$ cat config.mk
export PLATFORM = sky130hd
export DESIGN_NAME = muldiv_ctrl
export DESIGN_NICKNAME = d
export VERILOG_FILES = /design/src/rtl/muldiv_ctrl_pkg.sv /design/src/rtl/muldiv_step.sv /design/src/rtl/muldiv_ctrl.sv
export SDC_FILE = /design/constraint.sdc
export NUM_CORES = 1
export LEC_CHECK = 0
export BUFFER_PORTS_ARGS = -buffer_cell sky130_fd_sc_hd__buf_2
export CORE_ASPECT_RATIO = 1.75
export CORE_MARGIN = 3
export CORE_UTILIZATION = 51
export CTS_CLUSTER_DIAMETER = 40
export DETAILED_ROUTE_END_ITERATION = 7
export PLACE_DENSITY = 0.72
export SLEW_MARGIN = 20
export SYNTH_ARGS = -nofsm -noshare
export SYNTH_HDL_FRONTEND = slang
export SYNTH_SLANG_ARGS = --single-unit
$ cat constraint.sdc
create_clock -name clk -period 8.5 [get_ports clk]
set_input_delay 1.275 -clock clk [delete_from_list [all_inputs] [get_ports clk]]
set_output_delay 1.275 -clock clk [all_outputs]
set_load 0.03 [all_outputs]
$ cat src/rtl/muldiv_ctrl_pkg.sv
// Shared definitions for the multiply/divide unit: op codes, FSM states, iteration count.
// Latency: none (package only).
// Backpressure: none (package only).
package muldiv_ctrl_pkg;

    typedef enum logic [2:0] {
        OP_NONE  = 3'b000,
        OP_MULT  = 3'b001,
        OP_MULTU = 3'b010,
        OP_DIV   = 3'b011,
        OP_DIVU  = 3'b100,
        OP_MTHI  = 3'b101,
        OP_MTLO  = 3'b110,
        OP_RSVD  = 3'b111
    } md_op_e;

    typedef enum logic [1:0] {
        ST_IDLE = 2'b00,
        ST_MUL  = 2'b01,
        ST_DIV  = 2'b10,
        ST_FIX  = 2'b11
    } md_state_e;

    // One iteration per operand bit.
    localparam int ITER_COUNT = 32;
    localparam logic [4:0] LAST_ITER = 5'(ITER_COUNT - 1);

    // Magnitude of a possibly signed operand; unsigned ops pass through untouched.
    function automatic logic [31:0] mag(input logic [31:0] v, input logic is_signed);
        return (is_signed && v[31]) ? (~v + 32'd1) : v;
    endfunction

endpackage

$ cat src/rtl/muldiv_step.sv
// One combinational iteration: shift-add multiply step or restoring-divide step.
// Latency: purely combinational, zero cycles.
// Backpressure: none; the caller decides when to register the result.
module muldiv_step
    import muldiv_ctrl_pkg::*;
(
    input  logic        is_div,
    input  logic [31:0] hi_in,
    input  logic [31:0] lo_in,
    input  logic [31:0] opd,
    output logic [31:0] hi_out,
    output logic [31:0] lo_out
);

    logic [32:0] x;
    logic [32:0] y;
    logic [32:0] sum;
    logic        neg;

    // Single 33-bit adder: add multiplicand (mul) or subtract divisor (div), then shift.
    always_comb begin
        x      = is_div ? {hi_in, lo_in[31]} : {1'b0, hi_in};
        y      = is_div ? ~{1'b0, opd} : (lo_in[0] ? {1'b0, opd} : 33'd0);
        sum    = x + y + {32'd0, is_div};
        neg    = 1'b0;
        hi_out = sum[32:1];
        lo_out = {sum[0], lo_in[31:1]};
        if (is_div) begin
            // Partial remainder is always below the divisor, so bit 32 is the borrow.
            neg    = sum[32];
            hi_out = neg ? x[31:0] : sum[31:0];
            lo_out = {lo_in[30:0], ~neg};
        end
    end

endmodule

$ cat src/rtl/muldiv_ctrl.sv
// Iterative MIPS-style multiply/divide unit owning the architectural HI/LO registers.
// Latency: mul/div busy for 33 cycles after accept; results and done in the first idle cycle.
// Backpressure: start is dropped (not queued) while busy; abort cancels without writeback.
module muldiv_ctrl
    import muldiv_ctrl_pkg::*;
(
    input  logic        clk,
    input  logic        rst,
    input  logic        start,
    input  logic [2:0]  op,
    input  logic        abort,
    input  logic [31:0] a,
    input  logic [31:0] b,
    output logic        busy,
    output logic        done,
    output logic        dz,
    output logic [31:0] hi,
    output logic [31:0] lo
);

    md_state_e   state, state_nxt;
    md_op_e      op_e;
    logic [4:0]  cnt;
    logic [31:0] w_hi, w_lo, w_opd, a_lat;
    logic        is_div_r, neg_res, neg_rem, dz_case;
    logic        accept, is_mul_op, is_div_op, is_signed, sa, sb;
    logic [31:0] step_hi, step_lo;
    logic [63:0] prod, prod_fix;
    logic [31:0] fix_hi, fix_lo;

    assign op_e      = md_op_e'(op);
    assign is_mul_op = (op_e == OP_MULT) || (op_e == OP_MULTU);
    assign is_div_op = (op_e == OP_DIV)  || (op_e == OP_DIVU);
    assign is_signed = (op_e == OP_MULT) || (op_e == OP_DIV);
    assign sa        = is_signed && a[31];
    assign sb        = is_signed && b[31];
    assign accept    = (state == ST_IDLE) && start && !abort;

    muldiv_step u_step (
        .is_div (is_div_r),
        .hi_in  (w_hi),
        .lo_in  (w_lo),
        .opd    (w_opd),
        .hi_out (step_hi),
        .lo_out (step_lo)
    );

    // State register; reset throws away any operation in flight.
    always_ff @(posedge clk or posedge rst) begin
        if (rst) state <= ST_IDLE;
        else     state <= state_nxt;
    end

    // Next-state: 32 iterations then one sign-fixup cycle; abort always returns to idle.
    always_comb begin
        state_nxt = state;
        busy      = (state != ST_IDLE);
        case (state)
            ST_IDLE: begin
                if (accept && is_mul_op)      state_nxt = ST_MUL;
                else if (accept && is_div_op) state_nxt = ST_DIV;
            end
            ST_MUL, ST_DIV: begin
                if (abort)                 state_nxt = ST_IDLE;
                else if (cnt == LAST_ITER) state_nxt = ST_FIX;
            end
            default: state_nxt = ST_IDLE;
        endcase
    end

    // Sign fixup of the magnitude result, plus the divide-by-zero override.
    always_comb begin
        prod     = {w_hi, w_lo};
        prod_fix = neg_res ? (~prod + 64'd1) : prod;
        fix_hi   = prod_fix[63:32];
        fix_lo   = prod_fix[31:0];
        if (is_div_r) begin
            if (dz_case) begin
                fix_hi = a_lat;
                fix_lo = 32'hFFFF_FFFF;
            end else begin
                fix_hi = neg_rem ? (~w_hi + 32'd1) : w_hi;
                fix_lo = neg_res ? (~w_lo + 32'd1) : w_lo;
            end
        end
    end

    // Datapath: operand latch on accept, one step per iteration, HI/LO writeback at FIX.
    always_ff @(posedge clk or posedge rst) begin
        if (rst) begin
            cnt      <= 5'd0;
            w_hi     <= 32'd0;
            w_lo     <= 32'd0;
            w_opd    <= 32'd0;
            a_lat    <= 32'd0;
            is_div_r <= 1'b0;
            neg_res  <= 1'b0;
            neg_rem  <= 1'b0;
            dz_case  <= 1'b0;
            done     <= 1'b0;
            dz       <= 1'b0;
            hi       <= 32'd0;
            lo       <= 32'd0;
        end else begin
            done <= 1'b0;
            case (state)
                ST_IDLE: begin
                    if (accept) begin
                        if (op_e == OP_MTHI) hi <= a;
                        if (op_e == OP_MTLO) lo <= a;
                        if (is_mul_op || is_div_op) begin
                            cnt      <= 5'd0;
                            w_hi     <= 32'd0;
                            a_lat    <= a;
                            is_div_r <= is_div_op;
                            neg_res  <= sa ^ sb;
                            neg_rem  <= sa;
                            dz_case  <= is_div_op && (b == 32'd0);
                            // Multiplier shifts out of LO; dividend shifts out of LO.
                            w_lo     <= is_div_op ? mag(a, is_signed) : mag(b, is_signed);
                            w_opd    <= is_div_op ? mag(b, is_signed) : mag(a, is_signed);
                        end
                    end
                end
                ST_MUL, ST_DIV: begin
                    if (!abort) begin
                        w_hi <= step_hi;
                        w_lo <= step_lo;
                        cnt  <= cnt + 5'd1;
                    end
                end
                default: begin
                    if (!abort) begin
                        hi   <= fix_hi;
                        lo   <= fix_lo;
                        done <= 1'b1;
                        if (is_div_r) dz <= dz_case;
                    end
                end
            endcase
        end
    end

endmodule

### After elaboration in Yosys (flattened, before gate mapping)

Index checks and enable logic that the tools add are counted.

| word-level totals | value |
|---|---|
| input bits | 71 |
| register bits | 205 |
| output and inout port bits | 67 |
| word-level logic and storage cells | 118 |

| operators by class | value |
|---|---|
| muxes and demuxes | 44 |
| equality and inequality tests | 17 |
| reductions and logical operators | 24 |
| bitwise operators | 11 |
| add/sub/neg operators | 8 |

Operators by type and width:

| operator | count |
|---|---|
| $mux W32 | 26 |
| $pmux W32 S2 | 4 |
| $add A32 B1 Y32 const B | 4 |
| $not A32 Y32 | 4 |
| $mux W33 | 2 |
| $add A64 B1 Y64 const B | 1 |
| $mux W64 | 1 |
| $not A64 Y64 | 1 |
| $add A33 B1 Y33 | 1 |
| $add A33 B33 Y33 | 1 |
| $not A32 Y33 | 1 |
| $logic_not A32 Y1 | 1 |
| $mux W5 | 3 |
| $reduce_and A4 Y1 | 3 |
| $pmux W5 S2 | 1 |
| $eq A3 B3 Y1 const B | 3 |
| $mux W2 | 4 |
| $ne A2 B1 Y1 const B | 4 |
| $logic_and A1 B1 Y1 | 7 |
| $eq A3 B2 Y1 const B | 2 |
| $reduce_and A3 Y1 | 2 |
| $add A5 B1 Y5 const B | 1 |
| $eq A5 B5 Y1 const B | 1 |
| $logic_or A1 B1 Y1 | 4 |
| 16 further kinds | 22 |

### Longest topological paths before layout

| logic depth | value |
|---|---|
| depth in word-level cells | 8 |
| gate-level depth with buffers | 19 |
| mapped depth without buffers | 16 |

### By module

A second synthesis with hierarchy kept.

| unflattened totals | value |
|---|---|
| cells, all modules | 2221 |
| area, all modules | 17078.9 um2 |

Modules (own cells, without submodules):

| module | times used | cells an instance | area each (um2) | sequential area each (um2) |
|---|---|---|---|---|
| muldiv_ctrl | 1 | 1673 | 13419.1 | 5129.9 |
| muldiv_step | 1 | 548 | 3659.8 | 0.0 |

### Least setup slack after synthesis

OpenSTA, ideal clock, no wires.

| path | value |
|---|---|
| path kind | reg2reg |
| start point | register is_div_r |
| end point | register w_hi[0] |
| library setup time | 0.144 ns |
| path slack | 3.601 ns |
| required time | 8.356 ns |
| period minus slack after synthesis | 4.899 ns |
| cell stages (with the launch flop) | 20 |
| arrival | 4.756 ns |
| buffers on the path | 5 |
| path through | dfrtp_1 -> clkbuf_1 -> clkbuf_1 -> clkbuf_1 -> clkbuf_1 -> nand2_1 -> o21ai_0 -> fa_1 -> inv_1 -> fa_1 -> nand2b_1 -> a21oi_1 -> o2111ai_1 -> o21ai_0 -> a21oi_1 -> o41ai_1 -> xnor2_1 -> clkbuf_1 -> mux2i_1 -> o221ai_1 |

| between the ends | value |
|---|---|
| word-level cells in the longest chain between the ends | 7 |
| elaborated cells on any way between the ends | 8 |
| those cells by class | 2 x add/sub; 6 x mux |

RTL lines:

| element | RTL line | text |
|---|---|---|
| from (decl) | muldiv_ctrl.sv:25 | `logic is_div_r, neg_res, neg_rem, dz_case;` |
| from (signal assigned) | muldiv_ctrl.sv:115 | `is_div_r <= is_div_op;` |
| $mux W33, on equally long branches | muldiv_step.sv:22, muldiv_step.sv:23 |  |
| $add A33 B33 Y33 | muldiv_step.sv:24 | `sum = x + y + {32'd0, is_div};` |
| $add A33 B1 Y33 | muldiv_step.sv:24 |  |
| $mux W32 | muldiv_step.sv:31 | `hi_out = neg ? x[31:0] : sum[31:0];` |
| $mux W32 * | muldiv_step.sv:28 | `if (is_div) begin` |
| $mux W32 * | muldiv_ctrl.sv:126 | `if (!abort) begin` |
| $pmux W32 S2 * | muldiv_ctrl.sv:106 | `case (state)` |
| to (signal assigned) | muldiv_ctrl.sv:127 | `w_hi <= step_hi;` |
| to (decl) | muldiv_ctrl.sv:24 | `logic [31:0] w_hi, w_lo, w_opd, a_lat;` |

Mark *: on every way between the ends. The rest lies on a longest branch, timed or not. The select of a mux whose other input is x is not followed.
A chain may end at the register's enable or synchronous reset.

### Worst setup path in the final report

| path | value |
|---|---|
| start point | register is_div_r |
| end point | register w_hi[1] |

Same word-level chain as after synthesis.

==> summary.txt <==
Global routing
  • GRT Overall Usage: 0.355
  • Antenna violations before repair: 2
  • Vias in the first global route: 15,900
  • GR Overflow Total: 0
  • Global-route wire length before repair: 92,000 um
  • Largest net degree at the start of global routing: 132

Final layout
  • Post-route cell area: 17,700 um2
  • Filler cells: 2,939
  • Share of post-route cells with drive strength above 1: 0.133
  • Nets: 2,212
  • Area Growth Syn to Fin: 10.6%
  • Final Non-Filler Cells: 2,511

Logic synthesis
  • Sequential fraction of the synthesis area: 0.320
  • Syn nets: 2,184
  • Top post-synthesis cells by area: dfrtp_1, nand2_1, o21ai_0
  • Synthesized instance count: 2,070
  • Dominant synthesized flop cell: dfrtp_1
  • Area leader, netlist: dfrtp_1
  • Mapped cell area: 16,000 um2
  • Count of cell types in the netlist: 72
  • Syn_area_per_cell: 7.74 um2
  • Yosys warning total: 0
  • Top cell type's share of synthesized area: 0.320
  • FFs w/ async S/R, synth: 1.00
  • Number of flops mapped to enable cells by yosys: 0
  • Yosys reg bits: 205

Pwr
  • Sw power: 0.00393 W
  • Max VDD drop: 0.000263 V
  • Power Internal: 0.00369 W
  • Static Leak: 7.69 nW
  • Net Sw Frac: 0.516
  • Power, Total: 0.00762 W
  • Clock power share: 0.158
  • Pwr/cell area: 430 nW/um2
  • Logic pwr share: 0.574
  • Flop pwr share: 0.268

Run status
  • Status: finished, final reports clean

Timing
  • Final hold viol count: 0
  • Slew headroom: 0.261
  • Achievable Freq: 166 MHz
  • Setup TNS: 0 ps
  • Final period demand of the worst path: 6020 ps
  • RSZ-0062 raised after global routing: false
  • Fin crit share: 0.708
  • Final setup fails: 0
  • Post-route setup slack: 2480 ps
  • Clk_skew: 20.1 ps
  • Tightest Pin Transition: 1110 ps
  • Fin. max-slew vios: 0

Placement
  • Pre-CTS WS: 2170 ps
  • DP Area: 16,800 um2
  • RD Place Congestion: 0.964
  • Placed Cells: 2,459
  • Port Buf Inserts: 137
  • Post-DP HPWL: 45,800 um

Drt
  • Final wirelength: 61,800 um
  • DR iter-0 viols: 1,555
  • Vias: 16,200
  • Number of remaining DRC errors: 0
  • First-pass detailed-route iteration total: 6
  • Via-per-instance ratio: 6.46
  • Post-route ant nets: 0
  • Wire per inst: 24.6 um

Min path
  • Hold EP: a_lat[0]
  • HP Start: a_lat[0]
  • Hold-critical path depth: 2
  • Hold crit path type: reg -> reg

Setup path
  • Crit. End Element: flop
  • Critical path class: reg -> reg
  • Crit path max fanout: 69
  • Worst r2r dst: w_hi[1]
  • Startpoint Class: flop
  • Critical Path AT: 6480 ps
  • CP startpoint: is_div_r
  • FF-to-FF Start: is_div_r
  • Reg2Reg Depth: 15
  • Reg2reg setup slack: 2480 ps
  • Data required, critical path: 8960 ps

Clock tree
  • H-tree levels: 1
  • Clock tree from TritonCTS: yes
  • Clock Latency Late Sink: 570 ps
  • CTS buffer count: 28
  • Worst-case clock buffer depth: 3
  • Hold buffers post-CTS: 0
  • Post-CTS sizing: 0
  • CTS Root Cell: clkbuf_16
  • Post CTS Setup Buffer Count: 0
  • CTS sink cnt: 205
  • CTS clk-pin slew, worst paths: 60 ps

Die
  • Initial core utilization: 0.519
  • # IOs: 138
  • Die Width: 140 um
  • Core Region: 30,800 um2
  • Die ar.: 33,700 um2
  • Die Y: 240 um
  • Cell row count: 85

Flow run
  • # Max-Cap Violations: 0
-- logic make-up after synthesis --
family / Yosys count / share of synthesized area
flops: 205 / 0.320
mux: 97 / 0.0647
xor+xnor: 162 / 0.0886
compound gates: 659 / 0.248
buf+inv: 198 / 0.0474
fa+ha+maj: 43 / 0.0345
simple gates: 706 / 0.197
-- worst max path at each step --
stage | end | depth (start not counted)
final | w_hi[1] | 15
after global routing | w_hi[1] | 15
after floorplan | a_lat[0] | 1
after CTS | w_hi[1] | 15
after detailed placement | w_hi[1] | 15
after global placement | w_hi[1] | 15
-- layout make-up --
| type | instances | area [um2] | share of cell area |
|---|---|---|---|
| Multi-Input combinational cell | 1667 | 10200 | 0.573 |
| Sequential cell | 205 | 5140 | 0.290 |
| Timing Repair Buffer | 158 | 843 | 0.0476 |
| Clock buffer | 33 | 761 | 0.0429 |
| Tap cell | 391 | 489 | 0.0276 |
| Clock inverter | 18 | 190 | 0.0107 |
| Inverter | 38 | 150 | 0.00847 |
| Antenna cell | 1 | 2.50 | 0.000141 |
-- cell usage after synthesis (20+ instances only) --
master,number
nand2_1,356
a22oi_1,29
dfrtp_1,205
o221ai_1,23
mux2_2,52
o21ai_0,256
o22ai_1,31
nor2_1,142
nand3_1,30
inv_1,38
o31ai_1,32
a21oi_1,150
nand2b_1,20
xor2_1,72
xnor2_1,90
mux2i_1,45
nor3_1,38
ha_1,41
a211oi_1,25
or3_1,29
clkbuf_1,142
a31oi_1,21
-- per-stage QoR --
| stage | hold WS [ps] | utilization |
|---|---|---|
| final | 476 | 0.575 |
| after global routing | 501 | 0.575 |
| after CTS | 475 | 0.575 |
| after detailed placement | 463 | 0.544 |
| after global placement | 456 | 0.544 |
| after floorplan | 440 | - |
-- metal layers --
metal / GRT usage / up-vias / share of wire / wire length [um]
met5: 0 / - / 0 / 0
met4: 0.329 / 0 / 0.11 / 7030
met3: 0.0474 / 287 / 0.064 / 3920
met2: 0.608 / 755 / 0.49 / 30100
met1: 0.375 / 7717 / 0.34 / 20800
li1: - / 7460 / - / -
-- state kept, by name, indices dropped and copies added, names as in the netlist --
signal	flops
a_lat	32
cnt	5
done	1
dz	1
dz_case	1
hi	32
is_div_r	1
lo	32
neg_rem	1
neg_res	1
state	2
w_hi	32
w_lo	32
w_opd	32
-- worst max-delay path, stage by stage (launching register included) --
cell,delay [ps]
dfrtp_4,1010
inv_2,520
o21ai_0,460
fa_1,260
inv_1,60
fa_1,400
nand2b_1,180
a21oi_1,200
o2111ai_1,210
o21ai_0,580
a21oi_1,210
o41ai_1,590
xnor2_2,160
buf_4,500
mux2_2,390
o21ai_0,130
-- layout by cell type, fill, tap and decap left out, types with 11 or more instances in the layout --
master / count
a211oi_1: 25
a21o_1: 13
a21oi_1: 150
a22oi_1: 29
a31oi_1: 21
and3_1: 16
buf_2: 137
buf_4: 21
clkbuf_16: 29
dfrtp_1: 202
ha_1: 41
inv_1: 36
mux2_2: 52
mux2i_1: 45
nand2_1: 356
nand2b_1: 20
nand3_1: 30
nor2_1: 140
nor3_1: 38
nor4_1: 13
o211ai_1: 14
o21ai_0: 256
o221ai_1: 23
o22ai_1: 31
o31ai_1: 32
o41ai_1: 11
or3_1: 29
or4_1: 14
xnor2_1: 89
xor2_1: 72
-- power by group through the flow --
stage / Clock [W] / Sequential [W] / Combinational [W]
5_1_grt: 0.00125 / 0.00208 / 0.00480
3_3_place_gp: 0 / 0.00201 / 0.00423
4_1_cts: 0.00122 / 0.00202 / 0.00433
3_5_place_dp: 0 / 0.00203 / 0.00431
6_report: 0.00121 / 0.00204 / 0.00437
2_1_floorplan: 0 / 0.00195 / 0.00308
Power figures use the tool's default switching activity.
